--- config.mk ---
export PLATFORM = sky130hd
export DESIGN_NAME = pong_renderer
export DESIGN_NICKNAME = d
export VERILOG_FILES = /design/src/rtl/pong_pkg.sv /design/src/rtl/pong_score_bcd.sv /design/src/rtl/pong_renderer.sv
export SDC_FILE = /design/constraint.sdc
export NUM_CORES = 1
export LEC_CHECK = 0
export ABC_AREA = 1
export CORE_UTILIZATION = 42
export DETAILED_ROUTE_END_ITERATION = 10
export PLACE_DENSITY = 0.69
export SYNTH_ARGS = -nofsm -noshare
export SYNTH_HDL_FRONTEND = slang
export SYNTH_SLANG_ARGS = --single-unit
--- constraint.sdc ---
create_clock -name clk_pix -period 6.1 [get_ports clk_pix]
set_clock_uncertainty 0.2 [all_clocks]
set_input_delay 1.22 -clock clk_pix [delete_from_list [all_inputs] [get_ports clk_pix]]
set_output_delay 1.22 -clock clk_pix [all_outputs]
set_load 0.02 [all_outputs]
--- src/rtl/pong_pkg.sv ---
// Shared pong constants, colours, BCD FSM state type and geometry helpers.
// Game logic imports the same constants so both ends agree on the playfield.
package pong_pkg;

    typedef logic [10:0] coord_t;

    localparam coord_t SCREEN_W     = 11'd480;
    localparam coord_t SCREEN_H     = 11'd272;
    localparam coord_t BALL_SIZE    = 11'd10;
    localparam coord_t PADDLE_W     = 11'd10;
    localparam coord_t PADDLE_H     = 11'd60;
    localparam coord_t PADDLE_L_X   = 11'd20;
    localparam coord_t PADDLE_R_X   = SCREEN_W - 11'd20 - PADDLE_W;
    localparam coord_t SCORE_Y      = 11'd8;
    localparam coord_t DIGIT_W      = 11'd12;
    localparam coord_t DIGIT_H      = 11'd20;
    localparam coord_t SEG_T        = 11'd2;
    localparam coord_t DIG_LT_X     = 11'd200;
    localparam coord_t DIG_LU_X     = 11'd216;
    localparam coord_t DIG_RT_X     = 11'd256;
    localparam coord_t DIG_RU_X     = 11'd272;
    localparam coord_t NET_X        = 11'd239;
    localparam coord_t NET_W        = 11'd2;

    localparam logic [9:0] BALL_RST_X   = 10'd240;
    localparam logic [9:0] BALL_RST_Y   = 10'd136;
    localparam logic [9:0] PADDLE_RST_Y = 10'd106;

    localparam logic [15:0] COL_BALL   = 16'hFFFF;
    localparam logic [15:0] COL_PADDLE = 16'h07E0;
    localparam logic [15:0] COL_SCORE  = 16'hFFE0;
    localparam logic [15:0] COL_NET    = 16'h8410;
    localparam logic [15:0] COL_BG     = 16'h0000;

    typedef enum logic [1:0] {
        ST_IDLE,
        ST_CONV_L,
        ST_CONV_R,
        ST_DONE
    } bcd_state_t;

    // Segment order is {a,b,c,d,e,f,g}.
    function automatic logic [6:0] seg7_decode(input logic [3:0] digit);
        logic [6:0] segs;
        case (digit)
            4'd0:    segs = 7'b1111110;
            4'd1:    segs = 7'b0110000;
            4'd2:    segs = 7'b1101101;
            4'd3:    segs = 7'b1111001;
            4'd4:    segs = 7'b0110011;
            4'd5:    segs = 7'b1011011;
            4'd6:    segs = 7'b1011111;
            4'd7:    segs = 7'b1110000;
            4'd8:    segs = 7'b1111111;
            4'd9:    segs = 7'b1111011;
            default: segs = 7'b0000000;
        endcase
        return segs;
    endfunction

    function automatic logic in_span(input coord_t p, input coord_t org, input coord_t len);
        return (p >= org) && (p < org + len);
    endfunction

    function automatic logic digit_hit(input coord_t px, input coord_t py,
                                       input coord_t ox, input logic [6:0] segs);
        coord_t u;
        coord_t v;
        logic   upper;
        logic   lit;
        u     = px - ox;
        v     = py - SCORE_Y;
        upper = (v < DIGIT_H / 11'd2);
        lit   = (segs[6] && v < SEG_T)
             || (segs[5] && u >= DIGIT_W - SEG_T && upper)
             || (segs[4] && u >= DIGIT_W - SEG_T && !upper)
             || (segs[3] && v >= DIGIT_H - SEG_T)
             || (segs[2] && u < SEG_T && !upper)
             || (segs[1] && u < SEG_T && upper)
             || (segs[0] && v >= 11'd9 && v < 11'd11);
        return in_span(px, ox, DIGIT_W) && in_span(py, SCORE_Y, DIGIT_H) && lit;
    endfunction

endpackage

--- src/rtl/pong_score_bcd.sv ---
// Iterative 7-bit score to {tens,units} converter, clamping inputs above 99.
// i_start loads a value and overrides any conversion in flight; o_done is a one-cycle pulse
// during which o_tens/o_units hold the result.
module pong_score_bcd
(
    input  logic       clk_pix,
    input  logic       rst_n,
    input  logic       i_start,
    input  logic [6:0] i_value,
    output logic       o_done,
    output logic [3:0] o_tens,
    output logic [3:0] o_units
);
    import pong_pkg::*;

    logic [6:0] r_rem;
    logic [3:0] r_tens;
    logic       r_busy;
    logic [6:0] w_clamped;

    assign w_clamped = (i_value > 7'd99) ? 7'd99 : i_value;
    assign o_done    = r_busy && (r_rem < 7'd10);
    assign o_tens    = r_tens;
    assign o_units   = r_rem[3:0];

    always_ff @(posedge clk_pix or negedge rst_n) begin
        if (!rst_n) begin
            r_rem  <= 7'd0;
            r_tens <= 4'd0;
            r_busy <= 1'b0;
        end else if (i_start) begin
            r_rem  <= w_clamped;
            r_tens <= 4'd0;
            r_busy <= 1'b1;
        end else if (r_busy) begin
            if (r_rem >= 7'd10) begin
                r_rem  <= r_rem - 7'd10;
                r_tens <= r_tens + 4'd1;
            end else begin
                r_busy <= 1'b0;
            end
        end
    end

endmodule

--- src/rtl/pong_renderer.sv ---
// Pong pixel renderer: per-frame game-state snapshot, BCD score FSM, 2-stage hit/colour pipe.
// Define PONG_CENTER_NET_EN to draw the dashed centre net.
module pong_renderer
(
    input  logic        clk_pix,
    input  logic        rst_n,
    input  logic        frame_start,
    input  logic        de_in,
    input  logic [9:0]  pix_x,
    input  logic [9:0]  pix_y,
    input  logic        game_active,
    input  logic [9:0]  ball_x,
    input  logic [9:0]  ball_y,
    input  logic [9:0]  paddle_left_y,
    input  logic [9:0]  paddle_right_y,
    input  logic [6:0]  score_left,
    input  logic [6:0]  score_right,
    output logic        de_out,
    output logic [15:0] rgb,
    output logic        snap_ready
);
    import pong_pkg::*;

    logic [9:0] r_ball_x, r_ball_y, r_pad_l_y, r_pad_r_y;
    logic       r_active;
    logic [6:0] r_score_r;

    // Active defaults high so the reset snapshot shows the centred ball before any frame.
    always_ff @(posedge clk_pix or negedge rst_n) begin
        if (!rst_n) begin
            r_ball_x  <= BALL_RST_X;
            r_ball_y  <= BALL_RST_Y;
            r_pad_l_y <= PADDLE_RST_Y;
            r_pad_r_y <= PADDLE_RST_Y;
            r_active  <= 1'b1;
            r_score_r <= 7'd0;
        end else if (frame_start) begin
            r_ball_x  <= ball_x;
            r_ball_y  <= ball_y;
            r_pad_l_y <= paddle_left_y;
            r_pad_r_y <= paddle_right_y;
            r_active  <= game_active;
            r_score_r <= score_right;
        end
    end

    bcd_state_t r_state;
    logic       r_snap_ready;
    logic [3:0] r_pend_lt, r_pend_lu, r_pend_rt, r_pend_ru;
    logic [3:0] r_dig_lt, r_dig_lu, r_dig_rt, r_dig_ru;
    logic       w_bcd_start, w_bcd_done;
    logic [6:0] w_bcd_value;
    logic [3:0] w_bcd_tens, w_bcd_units;

    // The left score is loaded straight from the port on frame_start, i.e. the snapped value.
    assign w_bcd_start = frame_start || (r_state == ST_CONV_L && w_bcd_done);
    assign w_bcd_value = frame_start ? score_left : r_score_r;

    pong_score_bcd u_bcd (
        .clk_pix (clk_pix),
        .rst_n   (rst_n),
        .i_start (w_bcd_start),
        .i_value (w_bcd_value),
        .o_done  (w_bcd_done),
        .o_tens  (w_bcd_tens),
        .o_units (w_bcd_units)
    );

    always_ff @(posedge clk_pix or negedge rst_n) begin
        if (!rst_n) begin
            r_state      <= ST_IDLE;
            r_snap_ready <= 1'b0;
            r_pend_lt    <= 4'd0;
            r_pend_lu    <= 4'd0;
            r_pend_rt    <= 4'd0;
            r_pend_ru    <= 4'd0;
            r_dig_lt     <= 4'd0;
            r_dig_lu     <= 4'd0;
            r_dig_rt     <= 4'd0;
            r_dig_ru     <= 4'd0;
        end else if (frame_start) begin
            r_state      <= ST_CONV_L;
            r_snap_ready <= 1'b0;
        end else begin
            case (r_state)
                ST_CONV_L: if (w_bcd_done) begin
                    r_pend_lt <= w_bcd_tens;
                    r_pend_lu <= w_bcd_units;
                    r_state   <= ST_CONV_R;
                end
                ST_CONV_R: if (w_bcd_done) begin
                    r_pend_rt <= w_bcd_tens;
                    r_pend_ru <= w_bcd_units;
                    r_state   <= ST_DONE;
                end
                ST_DONE: begin
                    r_dig_lt     <= r_pend_lt;
                    r_dig_lu     <= r_pend_lu;
                    r_dig_rt     <= r_pend_rt;
                    r_dig_ru     <= r_pend_ru;
                    r_snap_ready <= 1'b1;
                    r_state      <= ST_IDLE;
                end
                default: r_state <= ST_IDLE;
            endcase
        end
    end

    assign snap_ready = r_snap_ready;

    coord_t     w_px, w_py;
    logic       w_hit_ball, w_hit_pad_l, w_hit_pad_r;
    logic [3:0] w_hit_dig;

    assign w_px        = {1'b0, pix_x};
    assign w_py        = {1'b0, pix_y};
    assign w_hit_ball  = r_active && in_span(w_px, {1'b0, r_ball_x}, BALL_SIZE)
                                  && in_span(w_py, {1'b0, r_ball_y}, BALL_SIZE);
    assign w_hit_pad_l = in_span(w_px, PADDLE_L_X, PADDLE_W) && in_span(w_py, {1'b0, r_pad_l_y}, PADDLE_H);
    assign w_hit_pad_r = in_span(w_px, PADDLE_R_X, PADDLE_W) && in_span(w_py, {1'b0, r_pad_r_y}, PADDLE_H);
    // Left tens blanks on a leading zero; right tens always shows.
    assign w_hit_dig[3] = (r_dig_lt != 4'd0) && digit_hit(w_px, w_py, DIG_LT_X, seg7_decode(r_dig_lt));
    assign w_hit_dig[2] = digit_hit(w_px, w_py, DIG_LU_X, seg7_decode(r_dig_lu));
    assign w_hit_dig[1] = digit_hit(w_px, w_py, DIG_RT_X, seg7_decode(r_dig_rt));
    assign w_hit_dig[0] = digit_hit(w_px, w_py, DIG_RU_X, seg7_decode(r_dig_ru));

    logic       r_de1, r_hit_ball, r_hit_pad_l, r_hit_pad_r;
    logic [3:0] r_hit_dig;

    always_ff @(posedge clk_pix or negedge rst_n) begin
        if (!rst_n) begin
            r_de1       <= 1'b0;
            r_hit_ball  <= 1'b0;
            r_hit_pad_l <= 1'b0;
            r_hit_pad_r <= 1'b0;
            r_hit_dig   <= 4'd0;
        end else begin
            r_de1       <= de_in;
            r_hit_ball  <= w_hit_ball;
            r_hit_pad_l <= w_hit_pad_l;
            r_hit_pad_r <= w_hit_pad_r;
            r_hit_dig   <= w_hit_dig;
        end
    end

`ifdef PONG_CENTER_NET_EN
    logic w_hit_net;
    logic r_hit_net;

    assign w_hit_net = in_span(w_px, NET_X, NET_W) && !pix_y[3];

    always_ff @(posedge clk_pix or negedge rst_n) begin
        if (!rst_n) r_hit_net <= 1'b0;
        else        r_hit_net <= w_hit_net;
    end
`endif

    logic [15:0] w_colour;

    always_comb begin
        w_colour = COL_BG;
        if (r_hit_ball)                     w_colour = COL_BALL;
        else if (r_hit_pad_l || r_hit_pad_r) w_colour = COL_PADDLE;
        else if (|r_hit_dig)                w_colour = COL_SCORE;
`ifdef PONG_CENTER_NET_EN
        else if (r_hit_net)                 w_colour = COL_NET;
`endif
    end

    logic        r_de_out;
    logic [15:0] r_rgb;

    always_ff @(posedge clk_pix or negedge rst_n) begin
        if (!rst_n) begin
            r_de_out <= 1'b0;
            r_rgb    <= 16'h0000;
        end else begin
            r_de_out <= r_de1;
            r_rgb    <= r_de1 ? w_colour : 16'h0000;
        end
    end

    assign de_out = r_de_out;
    assign rgb    = r_rgb;

endmodule

==> results.md, run 1 <==
- Post-place instance area: slightly below 10,000 um^2
- Worst EP arrival: around 3.8 ns
- Hold Vio Cnt, Final: 0
- CTS max path bufs: 2
- Synth Area in Compound Gates: between 10% and 20%
- Final period util: around three fifths
- Slew Limit Fails: 0
- Fin cells: 1,482
- CTS tree: done
- Avg WL per Cell: about 14 um
- Clk_lat worst skew: approximately 0.37 ns
- Total track usage: 20.9%
- Die Wd: 145 um
- Netlist Area Pre-Place: roughly 8500 um^2
- Mapped Cells: 1,137
- Met1 usage: between 20% and 30%
- Avg Cell Area, Syn: approximately 7.5 um^2
- Vias: about 7,600
- Std-Cell Rows: 51
- Mux contribution to synthesized area: 0%
- Critical Setup Path Class: in -> reg
- DRC viols: 0
- Static leakage: around 4.8 nW
- Switch share: 41.7%
- Clock transition at path regs: 0.08 ns
- Grt ovf: 0
- Largest net degree at the start of global routing: 95
- Area Growth Syn to Fin: 16.6%
- Ys Warns: 0
- Sequential share of power: between 30 and 40%
- Async SR Flop Fraction: between 90% and 100%
- Startpoint Class: input pin
- Critical path buffers and inverters: 4
- Slowest library cell on the worst path: clkdlybuf4s50_1
- First-pass GRT wire length: between 30,000 and 40,000 um
- Final setup fails: 0
- Vias in the first global route: between 7,000 and 8,000
- Hold buffers post-CTS: 0
- Die Ht: 145 um
- Clock Power Share: 22.7%
- Worst Max-Slew Pin Slew: 0.942 ns
- Top_reg_cell synth: dfrtp_1
- I/O Buffers: 96
- Slew HR: 37.0%
- Most frequent cells in the layout: nand2_1 (265), inv_1 (126), ha_1 (126)
- HP Class: reg -> reg
- Ant diodes: 0
- # placed instances: about 1,500
- Die area: around 21,000 um^2
- # fillers: 1,929
- GP Congestion: 0.960
- Adder-cell share of the synthesized area: a little under a fifth
- CTS sink count: about 110
- NetSw: 1.15 mW
- Initial antenna violation count: 0
- Combinational share of power: roughly 41%
- Commonest non-fill, non-tap cell in the layout: nand2_1
- CP required: 6.13 ns
- Initial Util: a little over two fifths
- DRT Wirelength: 20,500 um
- Antenna-violating nets left: 0
- Endpoint class of the critical path: flip-flop
- Post-synth EDFFs: 0
- TritonCTS buffer count: 9
- Cell family contributing the most delay on the critical path: buffers and inverters
- CP cell instances: clkdlybuf4s50_1 > inv_1 > ha_1 > inv_1 > nor2_1 > nor2_2 > nand3_1 > nor2_1 > inv_1 > nor2_2 > nor2_1 > nor2_1 > nand3_1 > nand2_1 > a21oi_2
- Vias per cell: ~5
- Initial DRT Pass Iterations: 7
- Worst Setup Slack, final: about 2.3 ns
- Post-cts resize count: 0
- Int Pwr: 1.61 mW
- Max Cap Viol: 0
- First DRT Iteration DRCs: between 400 and 500
- Htree depth: 3
- Pre-CTS setup slack: between 1.5 and 2 ns
- NumNets Final: 1,417
- Mapped Nets: 1,342
- Sequential share of the synthesized area: about a third
- Met3 Resource Use GR: 3.06%
- Setup bufs post-CTS: 0
- Dpl hpwl: around 16,000 um
- Setup TNS: 0 ns
- Ports: 97
- Power Density: 277 nW/um^2
- Design area: between 9000 and 10,000 um^2
- Fin util: 50.5%
- Largest family of logic cells by synthesized area: simple AND/OR/NAND/NOR gates
- Yosys reg bits: about 110
- Crit path time final: between 3 and 4 ns
- Status: finished, final reports clean
- Top cell by count, worst path: nor2_1
- Core area: approximately 20,000 um^2
- Layout cell share with drive strength beyond 1: between 5 and 6%
- Number of unique standard cell types used by synthesis: 46
- Crit-path max FO: 10
- RSZ-0062 raised after global routing: no
- Post-synthesis xor/xnor area fraction: between 2 and 3%
- Peak VDD IR: between 0.15 and 0.2 mV
- Grt peak-use layer: met2
- Peak Freq: between 200 and 300 MHz
- Met2 usage: between 30% and 40%
- Synth Area in Simple Gates: 25.6%
- Clock Tree Root: clkbuf_16
- Crit-path max cell delay: 0.79 ns
## synthesized netlist by cell type, types with 4 or more instances
cell / number / area (um^2)
nor2_4: 6 / 67.6
nor3_1: 19 / 95.1
o21ai_1: 7 / 35.0
a31oi_1: 6 / 37.5
xor2_1: 26 / 228
a211oi_1: 4 / 30.0
a21oi_1: 58 / 290
o211ai_1: 7 / 52.6
dfstp_2: 15 / 394
ha_1: 126 / 1580
o21bai_1: 4 / 30.0
nand3_1: 69 / 345
clkbuf_1: 11 / 41.3
o21ai_0: 105 / 526
buf_4: 16 / 120
nand4_1: 12 / 75.1
nor2_1: 101 / 379
nor2_2: 6 / 37.5
buf_2: 6 / 30.0
nor4_1: 5 / 31.3
nand2_2: 5 / 31.3
inv_1: 126 / 473
dfrtp_1: 92 / 2300
nand2_1: 265 / 995
## layout make-up
cell class	instances	area, um^2	area share (%)
clock buffers	9	225	2.26
multi-input cells	865	5160	51.7
clock inverters	7	92.6	0.929
repair buffers	98	968	9.72
inverters	131	494	4.96
well taps	265	332	3.33
flip-flops and latches	107	2700	27.1
## power groups by stage
stage	clock network, mW	registers, mW	logic, mW
2_1_floorplan	0	0.988	0.826
3_3_place_gp	0	1.01	1.10
3_5_place_dp	0	1.02	1.12
4_1_cts	0.641	1.01	1.13
5_1_grt	0.663	1.03	1.30
6_report	0.626	1.01	1.13
## layer usage
metal | part of all wire [%] | wire [um] | vias to the layer above
met2 | 46 | 9350 | 213
li1 | - | - | 3903
met3 | 4.3 | 891 | 36
met5 | 0 | 0 | -
met4 | 1.8 | 378 | 0
met1 | 48 | 9900 | 3465
## flip-flops by register name (all words and copies together), names as in the netlist, 2 cells and up
name / flops
r_ball_x: 10
r_ball_y: 10
r_pad_l_y: 10
r_pad_r_y: 10
r_score_r: 7
u_bcd.r_rem: 7
r_dig_lt: 4
r_dig_lu: 4
r_dig_rt: 4
r_dig_ru: 4
r_hit_dig: 4
r_pend_lt: 4
r_pend_lu: 4
r_pend_rt: 4
r_pend_ru: 4
u_bcd.o_tens: 4
rgb: 3
r_state: 2
## metrics by stage
step	hold WS (ns)	power, mW
floorplan	0.174	1.81
global placement	0.209	2.11
detailed placement	0.224	2.14
CTS	0.242	2.78
global route	0.250	3.00
finish	0.233	2.76
## kinds of logic after synthesis
logic type | Yosys count
compound gates | 207
xor+xnor | 28
fa+ha+maj | 126
buf+inv | 165
flops | 107
simple gates | 504
## worst paths after layout
path | from | end | slack (ns) | cells past startpoint
worst min-delay path | r_de1 | de_out | 0.23 | 0
worst max-delay path | pix_y[3] | r_hit_dig[2] | 2.32 | 15
min in group asynchronous | rst_n | r_pad_l_y[4] | 0.67 | 1
max in group asynchronous | rst_n | r_pad_r_y[0] | 3.86 | 2
worst max register to register | r_ball_x[1] | r_hit_ball | 3.35 | 12
worst min register to register | r_de1 | de_out | 0.23 | 0
## worst reg2reg max path: cells and delay by family, from the launching register on
| family | cells | cell delay, ns |
|---|---|---|
| XOR/XNOR | 1 | 0.23 |
| AO/OA/AOI/OAI | 6 | 1.06 |
| flip-flops | 1 | 0.43 |
| adder cells (fa/ha/maj) | 1 | 0.30 |
| buffers and inverters | 1 | 0.11 |
| AND/OR/NAND/NOR | 3 | 0.38 |
(Power assumes the default switching activity.)
==> run 2: changes to the inputs <==
- clock period: 6.1 -> 3.9 ns (I/O delays scaled with it)
==> results.md, run 2 (synthesis gave the netlist of run 1 again) <==
- Die area: 20,900 um^2 (unchanged)
- GP Congestion: 0.974 (+1.5%)
- Initial antenna violation count: 2 (+2)
- Die Ht: 145 um (unchanged)
- Startpoint of the lowest-slack register-to-register path: r_ball_x[1]
- Avg WL per Cell: 13.9 um (+0.32%)
- CTS max path bufs: 2 (unchanged)
- Sequential share of power: 36.7% (+0.3 points)
- RSZ-0062 raised after global routing: no
- Crit-path max FO: 8 (-2)
- Crit path time final: about 3 ns
- Clock transition at path regs: 0.08 ns (about the same)
- Top cell by count, worst path: nor2_1
- Die Wd: 145 um (unchanged)
- Final period util: 75.4%
- Final setup fails: 0 (unchanged)
- Startpoint Class: input pin
- Worst Max-Slew Pin Slew: 0.781 ns (-0.161 ns)
- Hold Vio Cnt, Final: 0 (unchanged)
- Critical Setup Path Class: in -> reg
- # placed instances: 1,479 (+0.89%)
- Worst EP arrival: 2.96 ns (-0.85 ns)
- Fin cells: 1,497 (+1.0%)
- Post-cts resize count: 0 (unchanged)
- First-pass GRT wire length: 35,200 um (+1.8%)
- Initial Util: 43.4% (unchanged)
- Vias: 7,562 (-0.72%)
- Static leakage: 4.90 nW (+1.2%)
- Endpoint class of the critical path: flip-flop
- Area Growth Syn to Fin: 17.8%
- CP Launch Point: pix_y[3]
- DRC viols: 0 (unchanged)
- Max Cap Viol: 0 (unchanged)
- Crit-path max cell delay: 0.53 ns (-0.26 ns)
- NumNets Final: 1,430 (+0.92%)
- Most frequent cells in the layout: nand2_1 (265), inv_1 (126), ha_1 (126)
- TritonCTS buffer count: 9 (unchanged)
- Total track usage: 21.2% (+0.28 points)
- I/O Buffers: 96 (unchanged)
- DRT Wirelength: 20,800 um (+1.3%)
- Fin util: 51.1% (+0.55 points)
- Peak Freq: about 340 MHz
- Dpl hpwl: 16,100 um (+1.8%)
- CTS sink count: 107 (unchanged)
- Int Pwr: 2.52 mW (+57%)
- Core area: 19,700 um^2 (unchanged)
- Power Density: 425 nW/um^2 (+53%)
- Clk_lat worst skew: 0.35 ns (-0.02 ns)
- Hold buffers post-CTS: 0 (unchanged)
- CP required: 3.92 ns (-2.21 ns)
- NetSw: 1.76 mW (+53%)
- R2R Setup Slk: 1.22 ns (-2.13 ns)
- Commonest non-fill, non-tap cell in the layout: nand2_1
- Vias per cell: 5.05 (-1.7%)
- Layout cell share with drive strength beyond 1: 6.67% (+1.0 points)
- CTS tree: done
- Antenna-violating nets left: 0 (unchanged)
- Setup bufs post-CTS: 0 (unchanged)
- Vias in the first global route: 7,296 (+1.4%)
- Clock Tree Root: clkbuf_16
- Setup TNS: 0 ns (unchanged)
- Initial DRT Pass Iterations: 5 (-2)
- Clock Power Share: 22.1% (-0.6 points)
- Peak VDD IR: 0.350 mV (+120%)
- Slowest library cell on the worst path: clkdlybuf4s50_1
- HP Class: reg -> reg
- Slew Limit Fails: 0 (unchanged)
- First DRT Iteration DRCs: 310 (-36%)
- Combinational share of power: 41.1% (+0.2 points)
- Status: finished, final reports clean
- Grt ovf: 0 (unchanged)
- Slew HR: 47.9% (+11 points)
- Critical R2R Capture: r_hit_ball
- CP cell instances: clkdlybuf4s50_1 > inv_1 > ha_1 > inv_1 > nor2_1 > nor2_2 > nand3_1 > nor2_1 > inv_1 > nor2_2 > nor2_1 > nor2_1 > nand3_1 > nand2_1 > a21oi_2
- Std-Cell Rows: 51 (unchanged)
- Worst setup path endpoint: r_hit_dig[2]
- Htree depth: 3 (unchanged)
- R2R depth: 12 (unchanged)
- Largest net degree at the start of global routing: 79 (-17%)
- Switch share: 41.2% (-0.52 points)
- Ports: 97 (unchanged)
- # fillers: 1,913 (-0.83%)
==> run 2: area by class of cell <==
type                            instances  area [um^2]  share of cell area (%)
Tap cell                              265          332                    3.29
Sequential cell                       107         2700                    26.8
Inverter                              131          494                    4.91
Timing Repair Buffer                  111         1080                    10.7
Clock buffer                            9          225                    2.24
Antenna cell                            2         5.00                  0.0497
Clock inverter                          7         85.1                   0.845
Multi-Input combinational cell        865         5160                    51.2
==> run 2: through the flow <==
| stage | cell area [um^2] | total power [mW] | hold slack (ns) | worst slack [ns] |
|---|---|---|---|---|
| after floorplan | 8550 | 2.84 | 0.174 | 1.37 |
| after global placement | 9760 | 3.32 | 0.196 | 0.625 |
| after global routing | 10100 | 4.68 | 0.234 | 0.623 |
| after CTS | 10100 | 4.32 | 0.219 | 0.970 |
| final | 10100 | 4.28 | 0.217 | 0.959 |
| after detailed placement | 9760 | 3.35 | 0.199 | 0.594 |
==> run 2: how the worst min path moves through the flow <==
| stage | from | endpoint | slack [ns] | cells after the start |
|---|---|---|---|---|
| floorplan | r_de1 | de_out | 0.17 | 0 |
| global placement | r_de1 | de_out | 0.20 | 0 |
| detailed placement | r_de1 | de_out | 0.20 | 0 |
| CTS | r_de1 | de_out | 0.22 | 0 |
| global route | r_de1 | de_out | 0.23 | 0 |
| finish | r_de1 | de_out | 0.22 | 0 |
==> run 2: worst max-delay path: cells and delay by family <==
| kind | cells | cell delay (ns) |
|---|---|---|
| buffers and inverters | 4 | 0.86 |
| AOI/OAI and AO/OA | 1 | 0.05 |
| adders and majority gates | 1 | 0.29 |
| and+or+nand+nor | 9 | 0.99 |
==> run 2: routing by layer <==
metal | track usage [%] | share of wire, % | vias to the layer above
li1 | - | - | 3920
met1 | 28.3 | 48 | 3453
met2 | 35.0 | 46 | 162
met3 | 3.75 | 4.3 | 27
met4 | 6.15 | 1.6 | 0
met5 | 0 | 0 | -
==> run 2: power groups by stage <==
stage / Sequential (mW) / Combinational, mW / Clock, mW
after detailed placement: 1.59 / 1.76 / 0
final: 1.57 / 1.76 / 0.949
after CTS: 1.57 / 1.77 / 0.973
after global routing: 1.61 / 2.05 / 1.02
after floorplan: 1.55 / 1.29 / 0
after global placement: 1.59 / 1.73 / 0
==> run 3: changes to the inputs <==
- clock period: 3.9 -> 3 ns (I/O delays scaled with it)
==> results.md, run 3 (synthesis gave the netlist of run 1 again) <==
- Worst Max-Slew Pin Slew: 0.701 ns (-0.0797 ns)
- Top cell by count, worst path: nor2_1
- Clock Tree Root: clkbuf_16
- Vias: 7,698 (+1.8%)
- Worst hold slack: 0.0202 ns (-0.197 ns)
- Area Growth Syn to Fin: 20.4%
- Peak Freq: approximately 380 MHz
- DRT Wirelength: 20,400 um (-1.8%)
- Antenna-violating nets left: 0 (unchanged)
- Ports: 97 (unchanged)
- Post-cts resize count: 0 (unchanged)
- Hold Vio Cnt, Final: 0 (unchanged)
- Design area: 10,300 um^2 (+2.2%)
- Met2 routed WL: 9320 um (-1.8%)
- Clk_lat worst skew: 0.36 ns (about the same)
- Htree depth: 3 (unchanged)
- First DRT Iteration DRCs: 348 (+12%)
- Peak VDD IR: 0.289 mV (-17%)
- CP required: 3.05 ns (-0.87 ns)
- Slew HR: 53.2% (+5.3 points)
- Commonest non-fill, non-tap cell in the layout: nand2_1
- NetSw: 2.25 mW (+27%)
- Status: finished, final reports clean
- Dpl hpwl: 16,100 um (-0.37%)
- Ant diodes: 0 (-2)
- Layout cell share with drive strength beyond 1: 8.60% (+1.9 points)
- Startpoint of the lowest-slack register-to-register path: r_pad_l_y[3]
- Setup TNS: 0 ns (unchanged)
- Static leakage: 5.04 nW (+2.9%)
- Worst EP arrival: 2.69 ns (-0.27 ns)
- Cell family contributing the most delay on the critical path: simple AND/OR/NAND/NOR gates
- # placed instances: 1,505 (+1.8%)
- R2R Setup Slk: 0.36 ns (-0.86 ns)
- HP Class: in -> async
- Wl on met1: 9860 um (-2.1%)
- Crit-path max cell delay: 0.53 ns (about the same)
- Power Total: 5.70 mW (+33%)
- DR top layer: met4
- Std-Cell Rows: 51 (unchanged)
- CP Launch Point: r_pad_l_y[3]
- Clock Power Share: 23.6% (+1.5 points)
- Core area: 19,700 um^2 (unchanged)
- Switch share: 39.4% (-1.8 points)
- DRC viols: 0 (unchanged)
- RSZ-0062 raised after global routing: no
- CTS sink count: 107 (unchanged)
- Critical path buffers and inverters: 1 (-3)
- NumNets Final: 1,456 (+1.8%)
- Largest net degree at the start of global routing: 82 (+3.8%)
- Hold buffers post-CTS: 0 (unchanged)
- Die Ht: 145 um (unchanged)
- Vias per cell: 5.06 (+0.19%)
- Grt ovf: 0 (unchanged)
- CP Depth: 12 (-3)
- Fin util: 52.2% (+1.1 points)
- First-pass GRT wire length: 34,800 um (-0.92%)
- TritonCTS buffer count: 9 (unchanged)
- Crit path time final: about 2.6 ns
- Final setup fails: 0 (unchanged)
- Power Density: 553 nW/um^2 (+30%)
- Pre-CTS setup slack: 0.0420 ns (-0.552 ns)
- Vias in the first global route: 7,300 (+0.055%)
- Worst Setup Slack, final: 0.362 ns (-0.597 ns)
- Total track usage: 21.0% (-0.27 points)
- I/O Buffers: 96 (unchanged)
- Sequential share of power: 36.0% (-0.7 points)
- Critical R2R Capture: r_hit_pad_l
- R2R depth: 12 (unchanged)
- Slew Limit Fails: 0 (unchanged)
- Most frequent cells in the layout: nand2_1 (265), inv_1 (126), ha_1 (126)
- Crit-path max FO: 3 (-5)
- Endpoint class of the critical path: flip-flop
- Fin cells: 1,521 (+1.6%)
- Post-place instance area: 9950 um^2 (+2.0%)
- Startpoint Class: flip-flop
- Initial antenna violation count: 0 (-2)
- Initial Util: 43.4% (unchanged)
- Die area: 20,900 um^2 (unchanged)
- CP cell instances: inv_1 > ha_1 > nand2_1 > nor2_1 > nor3_1 > xor2_1 > ha_1 > a21oi_1 > o21ai_0 > nor2_1 > nand3_1 > nor2_1
- Clock transition at path regs: 0.08 ns (about the same)
- Int Pwr: 3.45 mW (+37%)
- Setup bufs post-CTS: 0 (unchanged)
- Worst setup path endpoint: r_hit_pad_l
- GP Congestion: 0.946 (-2.9%)
- # fillers: 1,864 (-2.6%)
- Initial DRT Pass Iterations: 5 (unchanged)
- Final period util: roughly 88%
- Slowest library cell on the worst path: dfstp_2
- Met3 wire len: 867 um (-4.1%)
- Die Wd: 145 um (unchanged)
- CTS max path bufs: 2 (unchanged)
- Critical Setup Path Class: reg -> reg
- CTS tree: done
- Avg WL per Cell: 13.4 um (-3.3%)
- Combinational share of power: 40.5% (-0.6 points)
- Max Cap Viol: 0 (unchanged)
run 3: cell types whose count changed in the layout (fill, tap and decap cells not counted), sizes merged:
cell    before  now
buf         17   43
bufinv       0    2
diode        2    0
clkinv       3    2
inv        134  133
run 3: power groups by stage:
stage | sequential [mW] | clock, mW | combinational (mW)
global placement | 2.06 | 0 | 2.25
CTS | 2.05 | 1.39 | 2.32
floorplan | 2.01 | 0 | 1.68
finish | 2.05 | 1.34 | 2.31
detailed placement | 2.07 | 0 | 2.29
global route | 2.10 | 1.43 | 2.67
run 3: metal layers:
metal  up-vias  global-route usage, %
li1       3975                      -
met1      3518                   28.6
met2       175                   34.1
met3        30                   3.13
met4         0                   6.48
met5         -                      0
run 3: area by class of cell:
cell class | instances | area (um^2) | area share [%]
Clock inverter | 7 | 118 | 1.14
Inverter | 131 | 494 | 4.80
Timing Repair Buffer | 137 | 1270 | 12.4
Multi-Input combinational cell | 865 | 5160 | 50.1
Clock buffer | 9 | 225 | 2.19
Sequential cell | 107 | 2700 | 26.2
Tap cell | 265 | 332 | 3.22
run 3: worst min path at each step:
stage                     start      endpoint  slack [ns]
after CTS                 rst_n  r_pad_r_y[8]        0.03
after global placement    r_de1        de_out        0.20
final                     rst_n  r_pad_l_y[7]        0.02
after detailed placement  r_de1        de_out        0.20
after global routing      rst_n  r_pad_l_y[7]        0.05
after floorplan           rst_n        de_out        0.10
run 3: worst register-to-register path: stages (launching register included):
cell,delay (ns)
dfstp_2,0.53
inv_1,0.06
ha_1,0.21
nand2_1,0.08
nor2_1,0.06
nor3_1,0.27
xor2_1,0.18
ha_1,0.26
a21oi_1,0.13
o21ai_0,0.11
nor2_1,0.13
nand3_1,0.08
nor2_1,0.24
